==> src/rtl/ppi_hs_ctrl.sv <==
// Clocked 8255-style parallel port controller: NCH channels, each mode 0 (basic I/O)
// or mode 1 (strobed handshake). Define PPI_HS_SYNC_EN to pass hs_n through a 2-flop synchroniser.

module ppi_hs_chan #(
  parameter int DW = 8
) (
  input  logic          clk,
  input  logic          reset,
  input  logic          modeSet,
  input  logic          inteWr,
  input  logic          dataWr,
  input  logic          dataRd,
  input  logic [DW-1:0] din,
  input  logic [DW-1:0] portIn,
  input  logic          hsN,
  output logic [DW-1:0] portOut,
  output logic [DW-1:0] rdData,
  output logic          portOe,
  output logic          bufFlag,
  output logic          intr
);
  logic          mode, dir, inte, intrReq;
  logic [DW-1:0] inLatch;
  logic          hsD, hsPrev, hsFall, hsRise;

`ifdef PPI_HS_SYNC_EN
  logic hsMeta, hsSync;
  always_ff @(posedge clk) begin
    if (reset) begin
      hsMeta <= 1'b1;
      hsSync <= 1'b1;
    end else begin
      hsMeta <= hsN;
      hsSync <= hsMeta;
    end
  end
  assign hsD = hsSync;
`else
  assign hsD = hsN;
`endif

  always_ff @(posedge clk) begin
    if (reset) hsPrev <= 1'b1;
    else       hsPrev <= hsD;
  end

  assign hsFall = ~hsD & hsPrev;
  assign hsRise = hsD & ~hsPrev;

  always_ff @(posedge clk) begin
    if (reset) begin
      mode    <= 1'b0;
      dir     <= 1'b1;
      inte    <= 1'b0;
      intrReq <= 1'b0;
      bufFlag <= 1'b0;
      portOut <= '0;
      inLatch <= '0;
    end else if (modeSet) begin
      mode    <= din[1];
      dir     <= din[0];
      inte    <= 1'b0;
      intrReq <= 1'b0;
      bufFlag <= 1'b0;
      portOut <= '0;
    end else begin
      if (inteWr) inte <= din[0];
      if (mode && dir) begin
        // a strobe landing on the same edge as the CPU read keeps IBF set
        if (dataRd) begin
          bufFlag <= 1'b0;
          intrReq <= 1'b0;
        end
        if (hsFall) begin
          inLatch <= portIn;
          bufFlag <= 1'b1;
        end else if (hsRise && bufFlag && !dataRd) begin
          intrReq <= 1'b1;
        end
      end else if (mode) begin
        if (hsFall)                 bufFlag <= 1'b0;
        else if (hsRise && !bufFlag) intrReq <= 1'b1;
        // CPU write placed last so it wins over a coincident ACK
        if (dataWr) begin
          portOut <= din;
          bufFlag <= 1'b1;
          intrReq <= 1'b0;
        end
      end else if (!dir && dataWr) begin
        portOut <= din;
      end
    end
  end

  assign portOe = ~dir;
  assign intr   = intrReq & inte;
  assign rdData = dir ? (mode ? inLatch : portIn) : portOut;
endmodule

module ppi_hs_ctrl #(
  parameter int DW  = 8,
  parameter int NCH = 2,
  parameter int AW  = 2
) (
  input  logic              clk,
  input  logic              reset,
  input  logic              cs_n,
  input  logic              rd_n,
  input  logic              wr_n,
  input  logic [AW-1:0]     addr,
  input  logic [DW-1:0]     din,
  output logic [DW-1:0]     dout,
  input  logic [NCH*DW-1:0] port_in,
  output logic [NCH*DW-1:0] port_out,
  output logic [NCH-1:0]    port_oe,
  input  logic [NCH-1:0]    hs_n,
  output logic [NCH-1:0]    buf_flag,
  output logic [NCH-1:0]    intr
);
  localparam logic [AW-1:0] CTRL_ADDR = {AW{1'b1}};
  localparam logic [AW-1:0] STAT_ADDR = CTRL_ADDR - AW'(1);

  logic                    prevWr, prevRd;
  logic                    wrAcc, rdAcc, ctrlWr;
  logic [NCH-1:0][DW-1:0]  chRd;
  logic [DW-1:0]           rdMux;

  always_ff @(posedge clk) begin
    if (reset) begin
      prevWr <= 1'b1;
      prevRd <= 1'b1;
    end else begin
      prevWr <= wr_n;
      prevRd <= rd_n;
    end
  end

  // falling strobe edges only, so a held strobe acts once; write beats read
  assign wrAcc  = ~cs_n & ~wr_n & prevWr;
  assign rdAcc  = ~cs_n & ~rd_n & prevRd & ~wrAcc;
  assign ctrlWr = wrAcc & (addr == CTRL_ADDR);

  for (genvar i = 0; i < NCH; i++) begin : gChan
    logic selCh, selData;
    assign selCh   = (din[6:4] == 3'(i));
    assign selData = (addr == AW'(i));

    ppi_hs_chan #(.DW(DW)) uChan (
      .clk     (clk),
      .reset   (reset),
      .modeSet (ctrlWr & din[7] & selCh),
      .inteWr  (ctrlWr & ~din[7] & selCh),
      .dataWr  (wrAcc & selData),
      .dataRd  (rdAcc & selData),
      .din     (din),
      .portIn  (port_in[i*DW +: DW]),
      .hsN     (hs_n[i]),
      .portOut (port_out[i*DW +: DW]),
      .rdData  (chRd[i]),
      .portOe  (port_oe[i]),
      .bufFlag (buf_flag[i]),
      .intr    (intr[i])
    );
  end

  always_comb begin
    rdMux = '0;
    if (addr == STAT_ADDR) begin
      for (int i = 0; i < NCH; i++) begin
        rdMux[2*i]   = buf_flag[i];
        rdMux[2*i+1] = intr[i];
      end
    end else begin
      for (int i = 0; i < NCH; i++)
        if (addr == AW'(i)) rdMux = chRd[i];
    end
  end

  always_ff @(posedge clk) begin
    if (reset)      dout <= '0;
    else if (rdAcc) dout <= rdMux;
  end
endmodule

==> config.mk <==
export PLATFORM = sky130hd
export DESIGN_NAME = ppi_hs_ctrl
export DESIGN_NICKNAME = d
export VERILOG_FILES = /design/src/rtl/ppi_hs_ctrl.sv
export SDC_FILE = /design/constraint.sdc
export NUM_CORES = 1
export LEC_CHECK = 0
export ABC_CLOCK_PERIOD_IN_PS = 5800
export CAP_MARGIN = 20
export CORE_MARGIN = 4
export CORE_UTILIZATION = 50
export CTS_BUF_LIST = sky130_fd_sc_hd__clkbuf_4
export CTS_CLUSTER_DIAMETER = 120
export DETAILED_ROUTE_END_ITERATION = 8
export PLACE_DENSITY = 0.77
export SLEW_MARGIN = 20
export SYNTH_ARGS = -nofsm -noshare
export SYNTH_HDL_FRONTEND = slang
export SYNTH_SLANG_ARGS = --single-unit
==> constraint.sdc <==
create_clock -name clk -period 5.8 [get_ports clk]
set_input_delay 1.74 -clock clk [delete_from_list [all_inputs] [get_ports clk]]
set_output_delay 1.74 -clock clk [all_outputs]
set_load 0.01 [all_outputs]
==> results of run 1 <==
## final timing paths
check	from	end	slack, ns	cells after the start
worst max register to register	gChan[0].uChan.mode	gChan[0].uChan.inLatch[6]	3.69	4
worst min register to register	dout[5]	dout[5]	0.46	2
worst min-delay path	dout[5]	dout[5]	0.46	2
worst max-delay path	gChan[1].uChan.dir	port_oe[1]	2.10	2
## registers in the layout, indices dropped and copies added, names as in the netlist, 2 cells and up
signal / count
gChan.uChan.mode: 2
gChan.uChan.portOut: 16
dout: 8
gChan.uChan.intrReq: 2
gChan.uChan.bufFlag: 2
gChan.uChan.inLatch: 16
gChan.uChan.dir: 2
gChan.uChan.hsPrev: 2
gChan.uChan.inte: 2
## through the flow
step	cell area, sq um	setup WS, ns	util
2_1_floorplan	2730	2.76	-
3_3_place_gp	3280	1.94	0.631
3_5_place_dp	3280	1.89	0.631
4_1_cts	3340	2.11	0.641
5_1_grt	3340	1.96	0.641
6_report	3340	2.10	0.641
## cells by family after synthesis
kind of cell    after synthesis
xor+xnor                      1
mux                          44
simple gates                128
compound gates               47
buf+inv                      36
flops                        54
## cell type report
cell class / instances / area (sq um)
fill: 469 / 1870
clock inverter: 2 / 8.76
sequential: 54 / 1080
clock buffer: 6 / 45.0
tap: 70 / 87.6
timing repair buffer: 65 / 643
multi-input combinational: 220 / 1450
inverter: 6 / 22.5
## metal layers
layer  GRT usage  wire, um
met2       0.357      3250
met4      0.0498        76
met3      0.0417       416
met5           0         0
met1       0.299      3130
## placed cells by master (no fill, tap or decap), types with 4 or more instances in the layout
| cell type | n |
|---|---|
| a211oi_1 | 6 |
| a21oi_1 | 11 |
| a311oi_1 | 6 |
| clkbuf_4 | 6 |
| clkdlybuf4s50_1 | 62 |
| dfxtp_1 | 54 |
| inv_1 | 6 |
| mux2i_1 | 44 |
| nand2_1 | 28 |
| nand2b_1 | 6 |
| nand3_1 | 14 |
| nor2_1 | 45 |
| nor3_1 | 10 |
| o211ai_1 | 7 |
| or2_2 | 4 |
## critical path, stage by stage, from the launching register on
cell and delay, ns:
dfxtp_1 0.83, inv_1 0.21, clkdlybuf4s50_1 0.53
## power by group
group / leakage, nW / switching, W / internal [W]
clock: 0.0331 / 0.000117 / 0.0000506
combinational: 0.725 / 0.0000379 / 0.0000379
sequential: 0.437 / 0.00000281 / 0.000375
total: 1.20 / 0.000158 / 0.000464
==> summary.txt, run 1 <==
Logic synthesis
  • Number of synthesized flops with an enable pin: 0
  • Main flop type after synthesis: dfxtp_1
  • Post-Synth Adder-Cell Area: 0
  • Top-count cell post-synth: dfxtp_1
  • Post-Syn Area: 0.00273 sq mm
  • Syn Inst Count: 310
  • Synth Warn #: 0
  • Mux cell area share after synthesis: 0.161
  • Post-synthesis compound-gate area fraction: 0.139
  • FF+latch count, synth: 54
  • Asr flop ratio synth: 0
  • Top cells by area, synth: dfxtp_1 40%, mux2i_1 16%, nor2_1 6.2%
  • Simple-gate portion of the synthesized area: 0.228
  • Top-area cell type share of the netlist area: 0.396
  • Synth cell count leaders: 54 x dfxtp_1, 45 x nor2_1, 44 x mux2i_1
  • Synth Area in XOR/XNOR: 0.00321
  • Largest family of logic cells by synthesized area: simple AND/OR/NAND/NOR gates
  • Post-synth top area cell: dfxtp_1
  • Syn avg cell area: 8.80 sq um
  • Net count after synthesis: 343
  • Post-synthesis cell type count: 44
  • Seq/Total Area, Yosys: 0.396

Placed design
  • Placer congestion estimate: 0.813
  • # placed instances: 415
  • Port bufs: 62
  • Detailed Place HPWL: 5240 um

CTS
  • CTS Hold Buffers Added: 0
  • H-tree lvl count: 2
  • Clk buf depth: 2
  • Post-CTS sizing: 0
  • CTS buffer count: 5
  • Sink Count: 54
  • Clock Latency Late Sink: 0.38 ns
  • Clk slew on worst S/H paths: 0.14 ns
  • Post-CTS Setup Inserts: 0
  • Root buffer cell: clkbuf_4
  • CTS tree: built

Die
  • Die width: 81.9 um
  • CORE AREA: 0.00520 sq mm
  • Initial Util: 0.524
  • Std-Cell Rows: 26
  • Die area: 0.00670 sq mm
  • DIE HEIGHT: 81.9 um
  • # IOs: 63

Detailed routing
  • Vias: 2368
  • WL/cell: 16.3 um
  • Overall routed net length: 6880 um
  • Final ANT Viol Nets: 0
  • Drt first pass iters: 4
  • Remaining routing DRC violations: 0
  • Via density: 5.60
  • Initial drt markers: 122

Outcome
  • Status: finished clean

STA
  • Period utilization: 0.637
  • RSZ-0062 raised after global routing: no
  • Highest clock rate: 0.270 GHz
  • Setup TNS: 0 ns
  • Final clock skew: 0.0101 ns
  • Worst hold slack: 0.464 ns
  • Minimum clock period after layout: 3.70 ns
  • Setup violators final: 0
  • Max Slew Vio Count: 0
  • Slew @ Worst Pin: 0.751 ns
  • Final hold violations: 0
  • Relative slew slack: 0.499

Setup path
  • Critical Path Sink Type: output pin
  • Crit path DAT: 1.96 ns
  • WS Path Type: flip-flop to output pin
  • Critical Path RT: 4.06 ns
  • Maximum fanout along the worst path: 23
  • CP Launch Type: flip-flop

Cells and area
  • Final std cells w/o fill: 423
  • Antenna cells: 0
  • Nets@finish: 385
  • Layout area overhead: 22.3%
  • Layout cell share with drive strength beyond 1: 0.0567

Global route
  • Vias in the first global route: 2274
  • All-Layer GR Usage: 0.219
  • First-pass GRT wire length: 11200 um
  • Antenna violations before repair: 0
  • Largest net degree at the start of global routing: 24
  • Global route total overflow: 0

Min path
  • Hold WC Path Type: flip-flop to flip-flop

Power and ir drop
  • Overall power: 0.000621 W
  • Pwr per Cell Area: 186 mW/mm^2
  • Worst vdd ir: 0.0951 mV
  • Leakage: 1.20 nW

Flow run
  • Maximum Capacitance Violations: 0
Power figures use the tool's default switching activity.
==> inputs of run 2 (changes only) <==
Settings changed: ABC_CLOCK_PERIOD_IN_PS 5800 to 3750.
Clock period 5.8 ns to 3.75 ns, I/O delays scaled along.
==> run 2 against run 1 <==
Cell area up 1.4%. Combinational power up 60%. Wire length up 1.6%. Clock skew down 0.0013 ns. Hold slack better by 0.0057 ns. Final cell count up 1.4%. Power up 55%. Flip-flop and latch count unchanged. Clock power up 53%. Largest cell class unchanged.
==> summary.txt, run 2 (synthesis results as in run 1) <==
Outcome
  • Status: finished clean

Placed design
  • Detailed Place HPWL: 5280 um
  • # placed instances: 421
  • Post-Place Worst Slack: 0.524 ns
  • Port bufs: 62
  • Placer congestion estimate: 0.842

Die
  • DIE HEIGHT: 81.9 um
  • CORE AREA: 0.00520 sq mm
  • Std-Cell Rows: 26
  • Die area: 0.00670 sq mm
  • Initial Util: 0.524
  • Die width: 81.9 um
  • # IOs: 63

STA
  • RSZ-0062 raised after global routing: no
  • Setup WS post-layout: 0.716 ns
  • Max Slew Vio Count: 0
  • Final clock skew: 0.00872 ns
  • Period utilization: 0.809
  • Final hold violations: 0
  • Slew @ Worst Pin: 0.743 ns
  • Setup TNS: 0 ns
  • Relative slew slack: 0.503
  • Minimum clock period after layout: 3.03 ns
  • Setup violators final: 0
  • Highest clock rate: 0.330 GHz

Setup path
  • Maximum fanout along the worst path: 18
  • Crit path DAT: 1.91 ns
  • WP depth: 2
  • Critical Path RT: 2.62 ns
  • Critical Path Sink Type: output pin
  • CP Launch Type: flip-flop
  • Worst setup path end: port_oe[0]
  • Critical path buffer and inverter count: 2
  • WS Path Type: flip-flop to output pin
  • R2r setup slk: 1.68 ns
  • Critical Path Start: gChan[0].uChan.dir
  • FF-to-FF path depth: 4
  • Cell family with most CP delay: buffers and inverters
  • Reg2reg end: gChan[0].uChan.inLatch[7]
  • Critical Path Max Stage Delay: 0.76 ns
  • Slowest CP cell: dfxtp_1
  • Reg2reg start: gChan[0].uChan.mode
  • Crit-path cells: inv_1 -> clkdlybuf4s50_1

Power and ir drop
  • Worst vdd ir: 0.247 mV
  • Leakage: 1.22 nW
  • Pwr per Cell Area: 284 mW/mm^2

Global route
  • Antenna violations before repair: 0
  • Global route total overflow: 0
  • First-pass GRT wire length: 11100 um
  • Vias in the first global route: 2368
  • Largest net degree at the start of global routing: 23
  • All-Layer GR Usage: 0.219

Detailed routing
  • WL/cell: 16.3 um
  • Via density: 5.68
  • Overall routed net length: 6990 um
  • Initial drt markers: 155
  • Drt first pass iters: 4
  • Remaining routing DRC violations: 0
  • Vias: 2438
  • Final ANT Viol Nets: 0

Cells and area
  • Most common cell after layout, fill and taps aside: clkdlybuf4s50_1
  • Most frequent cells in the layout: 62 x clkdlybuf4s50_1, 54 x dfxtp_1, 45 x nor2_1
  • Antenna cells: 0
  • Layout cell share with drive strength beyond 1: 0.0724
  • Nets@finish: 391
  • Biggest regs: gChan.uChan.inLatch (16), gChan.uChan.portOut (16), dout (8)
  • Final std cells w/o fill: 429
  • Layout area overhead: 23.9%

CTS
  • Root buffer cell: clkbuf_4
  • CTS Hold Buffers Added: 0
  • Sink Count: 54
  • H-tree lvl count: 2
  • Clk buf depth: 2
  • CTS buffer count: 5
  • Post-CTS Setup Inserts: 0
  • Post-CTS sizing: 0
  • Clock Latency Late Sink: 0.37 ns
  • Clk slew on worst S/H paths: 0.15 ns
  • CTS tree: built

Flow run
  • Maximum Capacitance Violations: 0

Min path
  • Hold WC Path Type: flip-flop to flip-flop
[run 2: cell count changes in the layout (fill, tap and decap cells not counted)]
cell   before  now
buf_4       3    9
[run 2: power breakdown]
group	internal, W	switching (W)
combinational	0.0000613	0.0000600
clock	0.0000783	0.000177
sequential	0.000581	0.00000421
[run 2: worst min path at each step]
stage / from / to / depth (start not counted) / slack [ns]
4_1_cts: dout[5] / dout[5] / 2 / 0.47
2_1_floorplan: gChan[0].uChan.inLatch[0] / gChan[0].uChan.inLatch[0] / 2 / 0.46
3_3_place_gp: dout[5] / dout[5] / 2 / 0.44
5_1_grt: dout[5] / dout[5] / 2 / 0.50
6_report: dout[6] / dout[6] / 2 / 0.47
3_5_place_dp: dout[5] / dout[5] / 2 / 0.45
[run 2: per-layer routing]
| layer | track usage | wire [um] | vias up |
|---|---|---|---|
| met5 | 0 | 0 | - |
| met4 | 0.0648 | 99 | 0 |
| met3 | 0.0461 | 394 | 10 |
| met2 | 0.357 | 3330 | 79 |
| met1 | 0.289 | 3160 | 1166 |
| li1 | - | - | 1183 |
[run 2: worst min-delay path, delay by kind of cell (launching register included)]
kind	cells	cell delay, ns
AND/OR/NAND/NOR	1	0.05
flip-flops	1	0.34
AO/OA/AOI/OAI	1	0.05
[run 2: cell type report]
| class | instances | area [sq um] |
|---|---|---|
| fillers | 452 | 1820 |
| multi-input cells | 220 | 1450 |
| flip-flops and latches | 54 | 1080 |
| repair buffers | 71 | 688 |
| well taps | 70 | 87.6 |
| clock buffers | 6 | 45.0 |
| inverters | 6 | 22.5 |
| clock inverters | 2 | 8.76 |
[run 2: stage by stage]
stage / power, W / utilization / hold WS (ns) / area, sq um
6_report: 0.000961 / 0.650 / 0.470 / 3380
5_1_grt: 0.000997 / 0.650 / 0.502 / 3380
4_1_cts: 0.000968 / 0.650 / 0.472 / 3380
3_5_place_dp: 0.000717 / 0.639 / 0.453 / 3330
3_3_place_gp: 0.000716 / 0.639 / 0.443 / 3330
2_1_floorplan: 0.000655 / - / 0.460 / 2730
==> inputs of run 3 (changes only) <==
Settings changed: ABC_CLOCK_PERIOD_IN_PS 3750 to 2900.
Clock period 3.75 ns to 2.9 ns, I/O delays scaled along.
==> run 3 against run 2 <==
Clock power is 30% higher. Wire length is 3.1% higher. Register-to-register slack worse by 0.78 ns. Hold slack worse by 0.0039 ns. Die area stayed put. Critical path depth is 1 lower. Flip-flop and latch count stayed put. Power is 30% higher. Non-clock buffer count is 10 higher. Global-route usage is 0.27 points higher. Final cell count is 2.3% higher. Sequential share of layout area is 0.69 points lower.
==> summary.txt, run 3 (synthesis results as in run 1) <==
Placed design
  • # placed instances: 431
  • Detailed Place HPWL: 5520 um
  • Placer congestion estimate: 0.859
  • Port bufs: 62
  • Post-Place Worst Slack: 0.202 ns

Global route
  • Vias in the first global route: 2326
  • Antenna violations before repair: 0
  • Largest net degree at the start of global routing: 23
  • Global route total overflow: 0
  • All-Layer GR Usage: 0.221
  • First-pass GRT wire length: 11200 um

Cells and area
  • Antenna cells: 0
  • FF/Latch Area: 0.00108 sq mm
  • FILL cells: 441
  • Biggest regs: gChan.uChan.inLatch (16), gChan.uChan.portOut (16), dout (8)
  • Final std cells w/o fill: 439
  • Layout cell share with drive strength beyond 1: 0.0976
  • Nets@finish: 401
  • Most frequent cells in the layout: 62 x clkdlybuf4s50_1, 54 x dfxtp_1, 45 x nor2_1
  • Layout area overhead: 26.7%
  • Multi-input gate area in the final layout: 0.00145 sq mm
  • Most common cell after layout, fill and taps aside: clkdlybuf4s50_1

Detailed routing
  • Overall routed net length: 7210 um
  • Vias: 2503
  • Via density: 5.70
  • Drt first pass iters: 5
  • WL/cell: 16.4 um
  • Initial drt markers: 181
  • Final ANT Viol Nets: 0
  • Remaining routing DRC violations: 0

Setup path
  • Slowest CP cell: clkdlybuf4s50_1
  • Cell family with most CP delay: buffers and inverters
  • CP Launch Type: flip-flop
  • Maximum fanout along the worst path: 7
  • Crit path DAT: 1.48 ns
  • FF-to-FF path depth: 5
  • Critical Path RT: 2.03 ns
  • Crit-path cells: clkdlybuf4s50_1
  • Critical Path Sink Type: output pin
  • Worst setup path end: buf_flag[1]
  • Critical Path Start: gChan[1].uChan.bufFlag
  • Reg2reg start: gChan[0].uChan.mode
  • WS Path Type: flip-flop to output pin
  • Critical Path Max Stage Delay: 0.60 ns
  • Reg2reg end: gChan[0].uChan.inLatch[5]
  • Critical path buffer and inverter count: 1
  • WP depth: 1
  • R2r setup slk: 0.90 ns

Power and ir drop
  • Net Switching: 0.000315 W
  • Sequential power share: 0.604
  • Switching Fraction: 0.251
  • Pwr per Cell Area: 362 mW/mm^2
  • Clock power frac: 0.264
  • Leakage: 1.27 nW
  • Worst vdd ir: 0.226 mV
  • P_int: 0.000937 W
  • Comb power frac: 0.132

STA
  • Setup TNS: 0 ns
  • Setup WS post-layout: 0.553 ns
  • Final clock skew: 0.0111 ns
  • RSZ-0062 raised after global routing: no
  • Slew @ Worst Pin: 0.686 ns
  • Final hold violations: 0
  • Minimum clock period after layout: 2.35 ns
  • Worst hold slack: 0.466 ns
  • Max Slew Vio Count: 0
  • Relative slew slack: 0.542
  • Period utilization: 0.809
  • Highest clock rate: 0.426 GHz
  • Setup violators final: 0

CTS
  • Clk buf depth: 2
  • Clk slew on worst S/H paths: 0.15 ns
  • H-tree lvl count: 2
  • CTS tree: built
  • Post-CTS sizing: 0
  • CTS Hold Buffers Added: 0
  • Clock Latency Late Sink: 0.37 ns
  • Sink Count: 54
  • Root buffer cell: clkbuf_4
  • CTS buffer count: 5
  • Post-CTS Setup Inserts: 0

Die
  • Die width: 81.9 um
  • Die area: 0.00670 sq mm
  • Initial Util: 0.524
  • Std-Cell Rows: 26
  • DIE HEIGHT: 81.9 um
  • # IOs: 63
  • CORE AREA: 0.00520 sq mm

Min path
  • Hold WC Path Type: flip-flop to flip-flop

Flow run
  • Maximum Capacitance Violations: 0

Outcome
  • Status: finished clean
## run 3: final cells by class
class	count	share of cell area
flip-flops and latches	54	0.313
well taps	70	0.0253
multi-input cells	220	0.419
repair buffers	81	0.221
clock buffers	6	0.0130
inverters	6	0.00652
clock inverters	2	0.00253
## run 3: worst min-delay path by stage
stage	start	endpoint	slack, ns	cells after the start
final	dout[5]	dout[5]	0.47	2
after global routing	dout[5]	dout[5]	0.50	2
after CTS	dout[5]	dout[5]	0.47	2
after detailed placement	dout[5]	dout[5]	0.45	2
after global placement	dout[5]	dout[5]	0.44	2
after floorplan	gChan[0].uChan.inLatch[0]	gChan[0].uChan.inLatch[0]	0.46	2
## run 3: per-stage QoR
| stage | area [sq um] | utilization | total power (W) |
|---|---|---|---|
| after floorplan | 2730 | - | 0.000847 |
| after global placement | 3400 | 0.654 | 0.000933 |
| after detailed placement | 3400 | 0.654 | 0.000935 |
| after CTS | 3460 | 0.664 | 0.00126 |
| after global routing | 3460 | 0.664 | 0.00130 |
| final | 3460 | 0.664 | 0.00125 |
## run 3: layer usage
| metal | GRT usage | part of all wire |
|---|---|---|
| met3 | 0.0351 | 0.071 |
| met5 | 0 | 0 |
| met2 | 0.351 | 0.47 |
| met4 | 0.0714 | 0.020 |
| met1 | 0.306 | 0.44 |
## run 3: power groups by stage
stage | Clock (W) | Sequential, W | Combinational [W]
4_1_cts | 0.000338 | 0.000756 | 0.000164
6_report | 0.000331 | 0.000756 | 0.000165
5_1_grt | 0.000365 | 0.000757 | 0.000177
3_3_place_gp | 0 | 0.000772 | 0.000161
3_5_place_dp | 0 | 0.000771 | 0.000164
2_1_floorplan | 0 | 0.000773 | 0.0000739
